--- config.mk ---
export PLATFORM = sky130hd
export DESIGN_NAME = uart_mem_writer_flat
export DESIGN_NICKNAME = d
export VERILOG_FILES = /design/src/rtl/uart_mem_writer_if.sv /design/src/rtl/uart_mem_writer.sv /design/src/flat_wrapper.sv
export SDC_FILE = /design/constraint.sdc
export NUM_CORES = 1
export LEC_CHECK = 0
export BUFFER_PORTS_ARGS = -buffer_cell sky130_fd_sc_hd__buf_4
export CORE_ASPECT_RATIO = 0.7
export CORE_UTILIZATION = 56
export DETAILED_ROUTE_END_ITERATION = 7
export GPL_TIMING_DRIVEN = 0
export PLACE_DENSITY = 0.9
export REMOVE_ABC_BUFFERS = 1
export SLEW_MARGIN = 15
export SYNTH_ARGS = -nofsm -noshare
export SYNTH_HDL_FRONTEND = slang
export SYNTH_SLANG_ARGS = --single-unit
--- constraint.sdc ---
create_clock -name clk -period 2.7 [get_ports clk]
set_input_delay 0.54 -clock clk [delete_from_list [all_inputs] [get_ports clk]]
set_output_delay 0.54 -clock clk [all_outputs]
set_load 0.02 [all_outputs]
--- src/rtl/uart_mem_writer_if.sv ---
// uart_mem_writer_if
//   Groups the byte-stream input from uart_rx and the memory-write / status
//   outputs of uart_mem_writer into one bundle.
//
//   Parameters: ADDR_W, DATA_W -- must match the uart_mem_writer instance.
//
//   Signals:
//     rcv_i        one-cycle strobe, byte_i is valid
//     byte_i       received byte
//     mw_o         one-cycle memory-write strobe
//     address_o    write address, held until the next commit
//     data_o       write data, held until the next commit
//     busy_o       decoder is inside a packet
//     err_o        one-cycle error pulse (checksum or timeout)
//     pkt_count_o  committed packets, wraps at 2^16
//     err_count_o  errors, saturates at 255
//     last_byte_o  last received byte, for the board LEDs
//
//   Modports:
//     slave  -- the decoder (consumes bytes, produces writes and status)
//     master -- whoever feeds bytes and observes the writes
interface uart_mem_writer_if #(
  parameter int ADDR_W = 30,
  parameter int DATA_W = 32
);
  logic              rcv_i;
  logic [7:0]        byte_i;
  logic              mw_o;
  logic [ADDR_W-1:0] address_o;
  logic [DATA_W-1:0] data_o;
  logic              busy_o;
  logic              err_o;
  logic [15:0]       pkt_count_o;
  logic [7:0]        err_count_o;
  logic [7:0]        last_byte_o;

  modport slave (
    input  rcv_i, byte_i,
    output mw_o, address_o, data_o, busy_o, err_o,
           pkt_count_o, err_count_o, last_byte_o
  );

  modport master (
    output rcv_i, byte_i,
    input  mw_o, address_o, data_o, busy_o, err_o,
           pkt_count_o, err_count_o, last_byte_o
  );
endinterface

--- src/rtl/uart_mem_writer.sv ---
// uart_mem_writer
//   Assembles framed byte packets from uart_rx into single-cycle memory-write
//   transactions for the sprite/memory port of the graphic controller.
//
//   Packet (MSB first): SYNC_BYTE, AB address bytes, DB data bytes and,
//   when UART_MW_CHECKSUM_EN is defined, one checksum byte (8-bit sum of the
//   address and data bytes). Without the macro the checksum state, the
//   accumulator and the comparator are not built and only timeouts are errors.
//
//   Parameters:
//     ADDR_W       address width (AB = ceil(ADDR_W/8) address bytes)
//     DATA_W       data width    (DB = ceil(DATA_W/8) data bytes)
//     SYNC_BYTE    packet start marker
//     TIMEOUT_CYC  max idle gap inside a packet, in clk cycles (>= 2)
//
//   Ports:
//     clk  system clock
//     rst  synchronous active-high reset
//     bus  uart_mem_writer_if.slave: rcv_i/byte_i in; mw_o, address_o,
//          data_o, busy_o, err_o, pkt_count_o, err_count_o, last_byte_o out
module uart_mem_writer #(
  parameter int         ADDR_W      = 30,
  parameter int         DATA_W      = 32,
  parameter logic [7:0] SYNC_BYTE   = 8'hA5,
  parameter int         TIMEOUT_CYC = 50000
) (
  input logic              clk,
  input logic              rst,
  uart_mem_writer_if.slave bus
);

  localparam int AB    = (ADDR_W + 7) / 8;
  localparam int DB    = (DATA_W + 7) / 8;
  localparam int MAXB  = (AB > DB) ? AB : DB;
  localparam int CNT_W = (MAXB > 1) ? $clog2(MAXB) : 1;
  localparam int TO_W  = $clog2(TIMEOUT_CYC + 1);

  typedef enum logic [1:0] {
    S_IDLE = 2'd0,
    S_ADDR = 2'd1,
`ifdef UART_MW_CHECKSUM_EN
    S_DATA = 2'd2,
    S_CSUM = 2'd3
`else
    S_DATA = 2'd2
`endif
  } state_t;

  state_t            state_q, state_d;
  logic [CNT_W-1:0]  cnt_q, cnt_d;
  logic [TO_W-1:0]   to_q, to_d;
  logic [ADDR_W-1:0] addr_sh_q, addr_sh_d;
  logic [DATA_W-1:0] data_sh_q, data_sh_d;
  logic [ADDR_W-1:0] address_q, address_d;
  logic [DATA_W-1:0] data_q, data_d;
  logic              mw_q, mw_d;
  logic              err_q, err_d;
  logic [15:0]       pkt_cnt_q, pkt_cnt_d;
  logic [7:0]        err_cnt_q, err_cnt_d;
  logic [7:0]        last_byte_q, last_byte_d;
`ifdef UART_MW_CHECKSUM_EN
  logic [7:0]        csum_q, csum_d;
`endif

  // Shifting the new byte in at the bottom and truncating drops the surplus
  // high bits of the first byte when the width is not a multiple of 8.
  logic [ADDR_W-1:0] addr_shift;
  logic [DATA_W-1:0] data_shift;
  assign addr_shift = ADDR_W'({addr_sh_q, bus.byte_i});
  assign data_shift = DATA_W'({data_sh_q, bus.byte_i});

  logic commit;
  logic fail;

  // Next-state and output logic. A received byte always takes priority over
  // the timeout, so the timeout branch is only reachable when rcv_i is low.
  always_comb begin
    state_d     = state_q;
    cnt_d       = cnt_q;
    to_d        = to_q;
    addr_sh_d   = addr_sh_q;
    data_sh_d   = data_sh_q;
    address_d   = address_q;
    data_d      = data_q;
    mw_d        = 1'b0;
    err_d       = 1'b0;
    pkt_cnt_d   = pkt_cnt_q;
    err_cnt_d   = err_cnt_q;
    last_byte_d = last_byte_q;
`ifdef UART_MW_CHECKSUM_EN
    csum_d      = csum_q;
`endif
    commit      = 1'b0;
    fail        = 1'b0;

    if (bus.rcv_i) begin
      last_byte_d = bus.byte_i;
    end

    // Inter-byte timeout: held at zero while idle, cleared by every byte.
    if (state_q == S_IDLE || bus.rcv_i) begin
      to_d = '0;
    end else if (to_q == TO_W'(TIMEOUT_CYC)) begin
      to_d    = '0;
      state_d = S_IDLE;
      fail    = 1'b1;
    end else begin
      to_d = to_q + TO_W'(1);
    end

    if (bus.rcv_i) begin
      case (state_q)
        S_IDLE: begin
          if (bus.byte_i == SYNC_BYTE) begin
            state_d = S_ADDR;
            cnt_d   = '0;
`ifdef UART_MW_CHECKSUM_EN
            csum_d  = 8'd0;
`endif
          end
        end
        S_ADDR: begin
          addr_sh_d = addr_shift;
`ifdef UART_MW_CHECKSUM_EN
          csum_d    = csum_q + bus.byte_i;
`endif
          if (cnt_q == CNT_W'(AB - 1)) begin
            state_d = S_DATA;
            cnt_d   = '0;
          end else begin
            cnt_d = cnt_q + CNT_W'(1);
          end
        end
        S_DATA: begin
          data_sh_d = data_shift;
`ifdef UART_MW_CHECKSUM_EN
          csum_d    = csum_q + bus.byte_i;
`endif
          if (cnt_q == CNT_W'(DB - 1)) begin
            cnt_d = '0;
`ifdef UART_MW_CHECKSUM_EN
            state_d = S_CSUM;
`else
            // The last data byte is still in flight, so take it from the
            // shifter input rather than the register.
            state_d   = S_IDLE;
            address_d = addr_sh_q;
            data_d    = data_shift;
            commit    = 1'b1;
`endif
          end else begin
            cnt_d = cnt_q + CNT_W'(1);
          end
        end
`ifdef UART_MW_CHECKSUM_EN
        S_CSUM: begin
          state_d = S_IDLE;
          if (bus.byte_i == csum_q) begin
            address_d = addr_sh_q;
            data_d    = data_sh_q;
            commit    = 1'b1;
          end else begin
            fail = 1'b1;
          end
        end
`endif
        default: begin
          state_d = S_IDLE;
        end
      endcase
    end

    if (commit) begin
      mw_d      = 1'b1;
      pkt_cnt_d = pkt_cnt_q + 16'd1;
    end

    if (fail) begin
      err_d = 1'b1;
      if (err_cnt_q != 8'hFF) begin
        err_cnt_d = err_cnt_q + 8'd1;
      end
    end
  end

  // State and output registers; a reset discards any partial packet.
  always_ff @(posedge clk) begin
    if (rst) begin
      state_q     <= S_IDLE;
      cnt_q       <= '0;
      to_q        <= '0;
      addr_sh_q   <= '0;
      data_sh_q   <= '0;
      address_q   <= '0;
      data_q      <= '0;
      mw_q        <= 1'b0;
      err_q       <= 1'b0;
      pkt_cnt_q   <= '0;
      err_cnt_q   <= '0;
      last_byte_q <= '0;
`ifdef UART_MW_CHECKSUM_EN
      csum_q      <= '0;
`endif
    end else begin
      state_q     <= state_d;
      cnt_q       <= cnt_d;
      to_q        <= to_d;
      addr_sh_q   <= addr_sh_d;
      data_sh_q   <= data_sh_d;
      address_q   <= address_d;
      data_q      <= data_d;
      mw_q        <= mw_d;
      err_q       <= err_d;
      pkt_cnt_q   <= pkt_cnt_d;
      err_cnt_q   <= err_cnt_d;
      last_byte_q <= last_byte_d;
`ifdef UART_MW_CHECKSUM_EN
      csum_q      <= csum_d;
`endif
    end
  end

  assign bus.mw_o        = mw_q;
  assign bus.address_o   = address_q;
  assign bus.data_o      = data_q;
  assign bus.busy_o      = (state_q != S_IDLE);
  assign bus.err_o       = err_q;
  assign bus.pkt_count_o = pkt_cnt_q;
  assign bus.err_count_o = err_cnt_q;
  assign bus.last_byte_o = last_byte_q;

endmodule

--- src/flat_wrapper.sv ---
// flat-port wrapper written by rule: the top's interface ports become plain ports
module uart_mem_writer_flat 
#(
  parameter int         ADDR_W      = 30,
  parameter int         DATA_W      = 32,
  parameter logic [7:0] SYNC_BYTE   = 8'hA5,
  parameter int         TIMEOUT_CYC = 50000
)
  (clk, rst, bus_rcv_i, bus_byte_i, bus_mw_o, bus_address_o, bus_data_o, bus_busy_o, bus_err_o, bus_pkt_count_o, bus_err_count_o, bus_last_byte_o);
  uart_mem_writer_if #(.ADDR_W(ADDR_W), .DATA_W(DATA_W)) bus_i ();
  input logic clk;
  input logic rst;
  input wire logic [$bits(bus_i.rcv_i)-1:0] bus_rcv_i;
  input wire logic [$bits(bus_i.byte_i)-1:0] bus_byte_i;
  output wire logic [$bits(bus_i.mw_o)-1:0] bus_mw_o;
  output wire logic [$bits(bus_i.address_o)-1:0] bus_address_o;
  output wire logic [$bits(bus_i.data_o)-1:0] bus_data_o;
  output wire logic [$bits(bus_i.busy_o)-1:0] bus_busy_o;
  output wire logic [$bits(bus_i.err_o)-1:0] bus_err_o;
  output wire logic [$bits(bus_i.pkt_count_o)-1:0] bus_pkt_count_o;
  output wire logic [$bits(bus_i.err_count_o)-1:0] bus_err_count_o;
  output wire logic [$bits(bus_i.last_byte_o)-1:0] bus_last_byte_o;
  assign bus_i.rcv_i = bus_rcv_i;
  assign bus_i.byte_i = bus_byte_i;
  assign bus_mw_o = bus_i.mw_o;
  assign bus_address_o = bus_i.address_o;
  assign bus_data_o = bus_i.data_o;
  assign bus_busy_o = bus_i.busy_o;
  assign bus_err_o = bus_i.err_o;
  assign bus_pkt_count_o = bus_i.pkt_count_o;
  assign bus_err_count_o = bus_i.err_count_o;
  assign bus_last_byte_o = bus_i.last_byte_o;
  uart_mem_writer #(.ADDR_W(ADDR_W), .DATA_W(DATA_W), .SYNC_BYTE(SYNC_BYTE), .TIMEOUT_CYC(TIMEOUT_CYC)) u_core (.clk(clk), .rst(rst), .bus(bus_i));
endmodule
==> results by group <==
Hold path
  – Hold WC Path Type: in2reg
  – Hold path cells: 3
  – Worst Hold End: u_core.data_sh_q[7]
  – Hold_sp: bus_byte_i[7]

Finish
  – Fillcell total: about 870
  – Final net count: 894
  – ANT cells: 0
  – Final cell count without fillers: 1040
  – Area Growth Syn to Fin: 22.69%
  – Ratio of cells with drive above 1 in the final layout: 0.1680
  – Fin area: between 7000 and 8000 sq um

Timing
  – Slew Limit Fails: 0
  – Slew of the pin with the lowest slew margin: roughly 1.1 ns
  – Final-report setup violation count: 0
  – Period utilization: 0.8826
  – Final hold vios: 0
  – RSZ-0062 raised after global routing: no
  – Clk_skew: approximately 0.009 ns
  – Final min period: 2.383 ns
  – Max frequency: around 0.42 GHz
  – Slew headroom: 0.2389

CTS
  – Cts hold-fix bufs: 0
  – Sink Count: 170
  – Setup repair bufs after CTS: 0
  – CTS clock-pin slew for the worst setup and hold paths: approximately 0.070 ns
  – Max Root-Sink Buffers: 2
  – H-Tree Depth: 4
  – TritonCTS buffer count: 17
  – CTS resizes: 0
  – CTS tree: built
  – Skew-Pair Late Insertion Delay: approximately 0.42 ns
  – Root Buffer: clkbuf_16

GRT
  – Number of global-route vias before repair: 4937
  – Remaining global-route overflow: 0
  – GRT Util Overall: 0.2503
  – Antenna violations before repair: 0
  – Largest net degree at the start of global routing: 104
  – Global-route wire length before repair: 23470 um

Critical path
  – Worst path required time: 3.02 ns
  – CP Cell Sequence: inv_1, ha_1, nor4bb_1, nand4_1, a311oi_1, mux2_2
  – Worst path max stage delay: 0.53 ns
  – CP max FO: 11
  – Worst reg2reg startpoint: u_core.to_q[0]
  – Top Family by Delay on Critical Path: simple AND/OR/NAND/NOR gates
  – Crit path DAT: about 2.7 ns
  – Reg2Reg Setup Slack: about 0.32 ns
  – Crit. End Element: flip-flop
  – Buffers plus inverters on the worst setup path: 1
  – Reg2reg end: u_core.bus.err_count_o[0]
  – Worst path slowest cell: a311oi_1
  – Startpoint types: flip-flop
  – Kind of critical path: reg2reg
  – Cells on worst reg2reg path: 6

Job
  – Max-cap check violation count: 0

Detailed routing
  – DR vias/cell: ~5.4
  – Met2 WL: roughly 6600 um
  – Wire per inst: approximately 14 um
  – DR iter-0 viols: approximately 460
  – Vias: around 5600
  – Total wire length: between 10000 and 15000 um
  – Routed wl met3: 731 um
  – Drt pass-1 iters: 4
  – Uppermost layer routed: met4
  – Wl on met1: between 6000 and 7000 um
  – Drt drc: 0
  – Final ANT Viol Nets: 0

Power and ir drop
  – Comb pwr share: 0.021
  – Sequential power share: 0.480
  – P_leak: roughly 2.9 nW
  – Clock power frac: 0.499
  – Psw: 1.125 mW
  – P_int: a little over 4 mW
  – Peak supply drop: about 0.00048 V
  – P per Cell Area: approximately 660 nW/um^2
  – Switch share: 0.2146

Floorplanning
  – Die Width: 130.7 um
  – Die Y-Extent: 92.08 um
  – Starting density of the core: 0.5832
  – Top-level port count: 108
  – Rows: 32
  – Core area: roughly 11000 sq um
  – Die ar.: approximately 12000 sq um

Yosys
  – Yosys cell types: 44
  – Synth Instances: 796
  – EDFF count, synth: 0
  – Synthesized area: approximately 6500 sq um
  – FF+latch count, synth: 170
  – Syn avg cell area: approximately 8.2 sq um
  – Top FF cell, synth: dfxtp_1
  – Sequential area share after synthesis: 0.5243
  – Ys async rst share: 0
  – Yosys Warn Count: 0

Placement
  – PortBufs: between 100 and 150
  – Placed cell count: between 1000 and 1500
  – Placed wire-length estimate: 9175 um
  – Placed inst area: roughly 7300 sq um
  – Final GP Congestion: just over 0.8

Status
  – Status: completed
## flip-flops by register name, summed over array words and instances, names as in the netlist
register / flops
u_core.addr_sh_q: 30
u_core.bus.address_o: 30
u_core.bus.data_o: 32
u_core.bus.err_count_o: 8
u_core.bus.err_o: 1
u_core.bus.last_byte_o: 8
u_core.bus.mw_o: 1
u_core.bus.pkt_count_o: 16
u_core.cnt_q: 2
u_core.data_sh_q: 24
u_core.state_q: 2
u_core.to_q: 16
## power by group through the flow
stage          sequential [mW]  clock (mW)  combinational [mW]
6_report                  2.52        2.62               0.108
5_1_grt                   2.52        2.76               0.116
4_1_cts                   2.52        2.65               0.107
3_5_place_dp              2.57           0               0.107
3_3_place_gp              2.57           0               0.102
2_1_floorplan             2.58           0              0.0166
## cell type report
class / instances / area (sq um) / area share
Clock buffer: 17 / 425.4 / 0.05342
Clock inverter: 15 / 210.2 / 0.02639
Inverter: 11 / 41.29 / 0.005185
Multi-Input combinational cell: 565 / 2838 / 0.3563
Sequential cell: 170 / 3403 / 0.4273
Tap cell: 153 / 191.4 / 0.02404
Timing Repair Buffer: 109 / 854.6 / 0.1073
## layer usage
layer	vias to the layer above	track usage
met4	0	0.08525
met5	-	0
li1	2818	-
met2	142	0.3951
met1	2610	0.3311
met3	15	0.06418
## worst max path at each step
stage,start,end,slack (ns),depth (start not counted)
detailed placement,bus_rcv_i,u_core.bus.address_o[23],-0.05,5
global route,u_core.to_q[0],u_core.bus.err_count_o[0],0.13,6
global placement,bus_rcv_i,u_core.bus.data_o[18],-1.12,5
CTS,u_core.state_q[0],u_core.bus.address_o[23],0.12,6
floorplan,u_core.state_q[0],u_core.bus.address_o[0],0.18,6
finish,u_core.to_q[0],u_core.bus.err_count_o[0],0.32,6
## logic make-up after synthesis
logic type | synth area share
multiplexers | 0.02082
AND/OR/NAND/NOR | 0.2483
AO/OA/AOI/OAI | 0.1168
flip-flops | 0.5243
XOR/XNOR | 0.03238
adder cells (fa/ha/maj) | 0.01735
buffers and inverters | 0.04009
## worst min-delay path, delay by kind of cell
kind                   cells  cell delay (ns)
and+or+nand+nor            1             0.05
buffers and inverters      1             0.13
AOI/OAI and AO/OA          1             0.05
## per-stage QoR
stage | total power, mW | utilization | setup TNS (ns) | worst slack [ns] | hold slack [ns]
floorplan | 2.600 | - | 0 | 0.1797 | 0.4260
global placement | 2.677 | 0.6529 | -71.70 | -1.122 | 0.4403
detailed placement | 2.682 | 0.6583 | -0.3883 | -0.05045 | 0.4431
CTS | 5.279 | 0.7154 | 0 | 0.1245 | 0.3860
global route | 5.393 | 0.7155 | 0 | 0.1301 | 0.3942
finish | 5.244 | 0.7155 | 0 | 0.3169 | 0.4029
## layout by cell type (no fill, tap or decap), types with 3 or more instances in the layout
cell type  synthesis  routed
nor2b_1            5       5
nand3_1           11      11
and3_1             4       3
bufinv_16          0       4
xnor2_1           14      14
nor2_1            47      47
o21ai_0            7       7
or3_1              5       5
clkbuf_16          0      17
ha_1               9       9
a21oi_1          127     127
inv_1             11      11
nand4_1           15      15
or4_1              3       3
nor3_1            10      10
mux2i_1            9       9
mux2_2             4       4
nor4_1             8       8
buf_4              0     106
and4_1             4       4
xor2_1            10      10
nand2_1          250     249
dfxtp_1          170     170
inv_6              0       6
## synth_stat cells, drive strengths merged (2+ instances only)
master | instances | area, sq um
a211oi | 2 | 15.01
a21oi | 127 | 635.6
a311oi | 2 | 17.52
and2 | 2 | 12.51
and3 | 4 | 25.02
and4 | 4 | 35.03
buf | 9 | 45.04
clkbuf | 40 | 161.4
dfxtp | 170 | 3403
ha | 9 | 112.6
inv | 11 | 41.29
mux2 | 4 | 45.04
mux2i | 9 | 90.09
nand2 | 250 | 938.4
nand2b | 2 | 12.51
nand3 | 11 | 55.05
nand4 | 15 | 93.84
nor2 | 47 | 176.4
nor2b | 5 | 31.28
nor3 | 10 | 50.05
nor4 | 8 | 50.05
o21ai | 7 | 35.03
o31ai | 2 | 15.01
or3 | 5 | 31.28
or4 | 3 | 22.52
or4bb | 2 | 22.52
xnor2 | 14 | 122.6
xor2 | 10 | 87.58
(Power assumes the default switching activity.)
